--- src/rtl/bp_fe_ras_stack_pkg.sv ---
`default_nettype none
// +------------------------------------------------------------------+
// | bp_fe_ras_stack_pkg : operation encoding for the return stack    |
// | Rev 1.0                                                          |
// +------------------------------------------------------------------+
package bp_fe_ras_stack_pkg;

   typedef enum logic [1:0] {
      e_ras_idle = 2'b00,
      e_ras_pop  = 2'b01,
      e_ras_push = 2'b10,
      e_ras_swap = 2'b11
   } bp_fe_ras_op_e;

   // A call and a return in the same instruction is a coroutine swap.
   function automatic bp_fe_ras_op_e ras_op_decode(input logic call, input logic ret);
      return bp_fe_ras_op_e'({call, ret});
   endfunction

endpackage
`default_nettype wire

--- src/rtl/bp_fe_ras_stack.sv ---
`default_nettype none
// +------------------------------------------------------------------+
// | bp_fe_ras_stack : checkpointable circular return address stack   |
// | Rev 1.0                                                          |
// +------------------------------------------------------------------+
module bp_fe_ras_stack
   import bp_fe_ras_stack_pkg::*;
#(
   parameter int vaddr_width_p = 39,
   parameter int ras_els_p = 8,
   localparam int ras_ptr_width_lp = $clog2(ras_els_p),
   localparam int ras_cnt_width_lp = $clog2(ras_els_p + 1),
   localparam int ras_ckpt_width_lp = ras_ptr_width_lp + ras_cnt_width_lp + vaddr_width_p
) (
   input  logic                         clk_i,
   input  logic                         reset_i,
   input  logic                         call_i,
   input  logic                         return_i,
   input  logic [vaddr_width_p-1:0]     addr_i,
   output logic [vaddr_width_p-1:0]     tgt_o,
   output logic                         v_o,
   output logic [ras_ckpt_width_lp-1:0] ckpt_o,
   input  logic                         restore_v_i,
   input  logic [ras_ckpt_width_lp-1:0] restore_ckpt_i,
   input  logic                         restore_call_i,
   input  logic                         restore_return_i,
   input  logic [vaddr_width_p-1:0]     restore_addr_i
);

   localparam logic [ras_cnt_width_lp-1:0] cnt_full_lp = ras_cnt_width_lp'(ras_els_p);

   logic [ras_ptr_width_lp-1:0] ptr_q, ptr_d;
   logic [ras_cnt_width_lp-1:0] cnt_q, cnt_d;
   logic [vaddr_width_p-1:0]    mem_q [ras_els_p];

   logic [ras_ptr_width_lp-1:0] ckpt_ptr;
   logic [ras_cnt_width_lp-1:0] ckpt_cnt;
   logic [vaddr_width_p-1:0]    ckpt_top;

   assign {ckpt_ptr, ckpt_cnt, ckpt_top} = restore_ckpt_i;

   logic [ras_ptr_width_lp-1:0] base_ptr;
   logic [ras_cnt_width_lp-1:0] base_cnt;
   logic [vaddr_width_p-1:0]    push_addr;
   bp_fe_ras_op_e               op;
   logic                        wr_v;
   logic [ras_ptr_width_lp-1:0] wr_idx;

   // A restore rebases the state first; the redirecting op is then applied on top.
   always_comb begin
      base_ptr  = restore_v_i ? ckpt_ptr : ptr_q;
      base_cnt  = restore_v_i ? ckpt_cnt : cnt_q;
      push_addr = restore_v_i ? restore_addr_i : addr_i;
      op        = restore_v_i ? ras_op_decode(restore_call_i, restore_return_i)
                              : ras_op_decode(call_i, return_i);
      ptr_d     = base_ptr;
      cnt_d     = base_cnt;
      wr_v      = 1'b0;
      wr_idx    = base_ptr;
      case (op)
         e_ras_push: begin
            ptr_d  = base_ptr + ras_ptr_width_lp'(1);
            cnt_d  = (base_cnt == cnt_full_lp) ? base_cnt : base_cnt + ras_cnt_width_lp'(1);
            wr_v   = 1'b1;
            wr_idx = base_ptr + ras_ptr_width_lp'(1);
         end
         e_ras_pop: begin
            if (base_cnt != '0) begin
               ptr_d = base_ptr - ras_ptr_width_lp'(1);
               cnt_d = base_cnt - ras_cnt_width_lp'(1);
            end
         end
         e_ras_swap: begin
            wr_v   = 1'b1;
            wr_idx = base_ptr;
            cnt_d  = (base_cnt == '0) ? ras_cnt_width_lp'(1) : base_cnt;
         end
         default: begin
         end
      endcase
   end

   always_ff @(posedge clk_i) begin
      if (reset_i) begin
         ptr_q <= '0;
         cnt_q <= '0;
      end else begin
         ptr_q <= ptr_d;
         cnt_q <= cnt_d;
      end
   end

   // Repair write precedes the op write so a swap on the restored top wins.
   always_ff @(posedge clk_i) begin
      if (!reset_i) begin
         if (restore_v_i)
            mem_q[ckpt_ptr] <= ckpt_top;
         if (wr_v)
            mem_q[wr_idx] <= push_addr;
      end
   end

   assign tgt_o  = mem_q[ptr_q];
   assign v_o    = (cnt_q != '0);
   assign ckpt_o = {ptr_q, cnt_q, tgt_o};

endmodule
`default_nettype wire

--- config.mk ---
export PLATFORM = sky130hd
export DESIGN_NAME = bp_fe_ras_stack
export DESIGN_NICKNAME = d
export VERILOG_FILES = /design/src/rtl/bp_fe_ras_stack_pkg.sv /design/src/rtl/bp_fe_ras_stack.sv
export SDC_FILE = /design/constraint.sdc
export NUM_CORES = 1
export LEC_CHECK = 0
export CAP_MARGIN = 20
export CORE_MARGIN = 2
export CORE_UTILIZATION = 52
export CTS_BUF_LIST = sky130_fd_sc_hd__clkbuf_2
export CTS_CLUSTER_SIZE = 25
export DETAILED_ROUTE_END_ITERATION = 8
export PLACE_DENSITY = 0.79
export SLEW_MARGIN = 20
export SYNTH_ARGS = -nofsm -noshare
export SYNTH_HDL_FRONTEND = slang
export SYNTH_SLANG_ARGS = --single-unit
--- constraint.sdc ---
create_clock -name clk_i -period 5.25 [get_ports clk_i]
set_input_delay 0.7875 -clock clk_i [delete_from_list [all_inputs] [get_ports clk_i]]
set_output_delay 0.7875 -clock clk_i [all_outputs]
set_load 0.01 [all_outputs]
# Word level (Yosys, flattened, before mapping)
# Memory sizes are Yosys's and may differ from the RTL's. A register that Yosys moved wholly into a read port is not among the register bits.
# Cells that the tools add are included.
classes:
  n_addsub: 4
  n_eq_ne: 4
  mux: 19
  n_reduce_logical: 4
ops:
  columns: ["operator", "n"]
  rows:
  - ["$mux 39", 1]
  - ["$mux 4", 4]
  - ["$mux 3", 4]
  - ["$pmux 4 s3", 1]
  - ["$reduce_bool 4->1", 2]
  - ["$mux 1", 7]
  - ["$pmux 3 s2", 1]
  - ["$add 4x1->4 const B", 1]
  - ["$eq 2x2->1 const B", 2]
  - ["$eq 4x4->1 const B", 1]
  - ["$logic_not 4->1", 1]
  - ["$sub 4x1->4 const B", 1]
  - ["$add 3x1->3 const B", 1]
  - ["$sub 3x1->3 const B", 1]
  - ["$eq 2x1->1 const B", 1]
  - ["$mux 2", 1]
  - ["$reduce_or 2->1", 1]
totals:
  ff_bits: 7
  ramBits: 312
  in_bits: 131
  word_cells: 34
  memories: 1
memory_table:
  columns: ["memory", "depth", "width", "rd", "rd_clocked_by_memory_dff", "wr", "line", "text"]
  rows:
  - ["mem_q", 8, 39, 1, 1, 2, "bp_fe_ras_stack.sv:34", "logic [vaddr_width_p-1:0] mem_q [ras_els_p];"]

# Depth between registers and ports, before layout
logic_depth:
  ltp_word: 7
  depth_mapped: 12
  depth_no_buf: 8

# Worst setup path before layout
# Ideal clock, no wire load.
synth_timing:
  path_kind: "input to register"
  startpoint: "in restore_v_i"
  endpoint: "mem mem_q[6][0] (enable)"
  setup_ns: 0.489
  arrival_time_ns: 4.456
  required_time_ns: 4.761
  setup_slack_ns: 0.304
  cell_stages: 4
  cell_sequence: "buf_2 > buf_2 > or3b_2 > o21ai_0"
synth_rtl:
  columns: ["item", "line", "text"]
  rows:
  - ["start, declared", "bp_fe_ras_stack.sv:23", "input logic restore_v_i,"]
  - ["end, declared", "bp_fe_ras_stack.sv:34", null]

==> flow_summary.toml <==
[setup_path]
r2r-end = "mem_q[0][7]"
cpLargestDelayFamily = "buffers and inverters"
path_class = "flip-flop to output port"
r2r_start = "ptr_q[0]"
slowest_stage = "dfxtp_4"
cp_cell_sequence = "buf_4 > mux4_2 > mux2_2 > clkdlybuf4s50_1"
start_kind = "flip-flop"
reg2reg_depth = 6
crit_arrival_ps = 3560
end_kind = "output port"
critical_path_required_ps = 4460
critPathBufInv = 2
r2r_slack_ps = 1790
worstPathMaxFanout = 41
slowest_delay_ps = 770

[floorplanning]
rows = 66
die_area_um2 = 34300
ios = 217
die_w_um = 185
initial_core_util_pct = 52.7
die_y_um = 185
core-area_um2 = 32500

[routing]
wl_per_cell_um = 23.2
dr.pass1.iters = 5
wirelength_um = 40400
vias = 10214
ant_nets = 0
drt_iter0_markers = 638
drc = 0
avgViaCountPerCell = 5.87

[global_routing]
grtUsageTotal_pct = 24.1
antenna_found_initial = 3
grt_max_degree = 55
grt_overflow = 0
first_global_vias = 10829
grt_pass1_wl_um = 62100

[placement]
placed_cells_incl_taps = 1595
port_buffers = 216
routabilityCongestion = 0.831
dpl.hpwl_um = 24900
placed_area_um2 = 19700

[final_layout]
synthToLayoutAreaGrowth_pct = 19.7
final_util_pct = 63.1
drive_above_1_share_pct = 48.1
fin_area_um2 = 20500
final_cells = 1741
layout_common_cells = "mux2_2 (360), edfxtp_1 (312), clkdlybuf4s50_1 (215), clkbuf_2 (124), mux4_2 (78)"
nFillCells = 2379
nNetsFinal = 1379
layout_commonest_cell = "mux2_2"

[synthesis]
syn_area_um2 = 17100
synthArstFlopShare_pct = 0
synth_edf_count = 312
synth-seq-cells = 319
syn_inst = 1011
synth_cell_types = 49
synthesis.nets = 1152
ys_seq_area_share_pct = 55.6
yosysWarnings = 0
synth_flop_cell = "edfxtp_1"
syn_area_per_cell_um2 = 16.9

[clock_network]
cts_buffers = 83
clock-sinks = 319
clk_latency_ps = 870
clk_pin_slew_ps = 90
postCtsSetupBuffers = 0
cts_resized = 0
htreeDepth = 3
ctsLongestPathBuffers = 3
cts_root_buffer = "clkbuf_2"
cts_tree = "built"
holdBufCountCts = 0

[min_path]
whs_path_depth = 4
worstHoldStart = "cnt_q[0]"
whs_endpoint = "cnt_q[3]"
hold_class = "flip-flop to flip-flop"

[timing]
finalHoldViolCount = 0
timing.hold.ws_ps = 726
finalMaxSlewViolations = 0
fin_worst_skew_ps = 73.5
tightest_slew_ps = 978
tns_ps = 0
period_minus_slack_ps = 4350
grt_setup_unrepaired = "no"
fin_crit_sh_pct = 82.9
finalSetupViolCount = 0
fmax_mhz = 230
max_slew_margin_pct = 34.5

[outcome]
run_status = "completed"

[power_and_ir_drop]
peakVddDrop_uv = 159
powerDensity_nw_per_um2 = 296
p_leak_uw = 0.00689

[job]
maxCapViolations = 0
==> worst reg2reg max path, delay by kind of cell (launching register included) <==
kind / cells / cell delay (ps)
multiplexers: 1 / 330
AO/OA/AOI/OAI: 1 / 470
flip-flops: 1 / 760
adder cells (fa/ha/maj): 1 / 370
AND/OR/NAND/NOR: 2 / 1010
buffers and inverters: 1 / 220
==> layout make-up <==
class | instances | area (um^2) | area share (%)
Antenna cell | 1 | 2.50 | 0.0122
Tap cell | 442 | 553 | 2.70
Timing Repair Buffer | 247 | 2520 | 12.3
Inverter | 10 | 37.5 | 0.183
Sequential cell | 319 | 9520 | 46.5
Multi-Input combinational cell | 577 | 7100 | 34.7
Clock buffer | 124 | 621 | 3.03
Clock inverter | 21 | 113 | 0.550
==> where the power goes <==
| part | switching (uW) | total [uW] | internal [uW] |
|---|---|---|---|
| Combinational | 605 | 1390 | 783 |
| Sequential | 75.6 | 2990 | 2920 |
| Clock | 1000 | 1670 | 674 |
==> cell usage after synthesis, types with 2 or more instances <==
master    number  area [um^2]
mux2_2       360         4050
edfxtp_1     312         9370
mux4_2        78         1760
buf_4         47          353
buf_2         35          175
mux2_1        33          372
clkbuf_1      16         60.1
ha_1          10          125
nand2_1       10         37.5
inv_1          9         33.8
o21ai_0        9         45.0
nor2_1         8         30.0
buf_1          7         26.3
dfxtp_1        7          140
nand3_1        7         35.0
mux2i_1        6         60.1
and3_1         5         31.3
nand2b_1       5         31.3
a21oi_1        3         15.0
nand3b_1       3         22.5
a211oi_1       2         15.0
a21boi_0       2         15.0
a221oi_1       2         17.5
nand4b_1       2         17.5
nor3_1         2         10.0
o21ai_1        2         10.0
o21bai_1       2         15.0
o22ai_1        2         12.5
o31ai_1        2         15.0
or3_1          2         12.5
or3b_2         2         17.5
or4_1          2         15.0
==> layer usage <==
| layer | track usage, % | routed length (um) |
|---|---|---|
| met1 | 30.2 | 16300 |
| met2 | 41.4 | 20900 |
| met3 | 4.36 | 2100 |
| met4 | 9.68 | 1130 |
| met5 | 0 | 11 |
==> logic make-up (layout without fill, tap and decap cells) <==
| group | after synthesis | after routing | share of synthesized area (%) |
|---|---|---|---|
| buffers and inverters | 115 | 402 | 3.81 |
| adders and majority gates | 10 | 10 | 0.732 |
| AOI/OAI and AO/OA | 32 | 32 | 1.24 |
| other | 0 | 1 | 0 |
| xor gates and xnor gates | 2 | 2 | 0.102 |
| DFF | 319 | 319 | 55.6 |
| muxes | 479 | 479 | 36.7 |
| and+or+nand+nor | 54 | 54 | 1.79 |
==> through the flow <==
step                worst slack, ps  total power (uW)
finish                          898              6050
global route                    708              6330
CTS                             816              6110
detailed placement              898              4440
global placement                936              4420
floorplan                       304              3880
==> state kept, by name, indices dropped and copies added, names as in the netlist <==
name   count
mem_q    312
cnt_q      4
ptr_q      3
==> how the worst max path moves through the flow <==
stage                      from            to  slack (ps)  depth (start not counted)
floorplan           restore_v_i   mem_q[6][0]         300                          4
global placement    restore_v_i  mem_q[0][12]         940                          9
detailed placement  restore_v_i  mem_q[0][11]         900                          9
CTS                    ptr_q[0]     ckpt_o[3]         820                          4
global route           ptr_q[0]     ckpt_o[3]         710                          4
finish                 ptr_q[1]    ckpt_o[37]         900                          4
(Power assumes the default switching activity.)
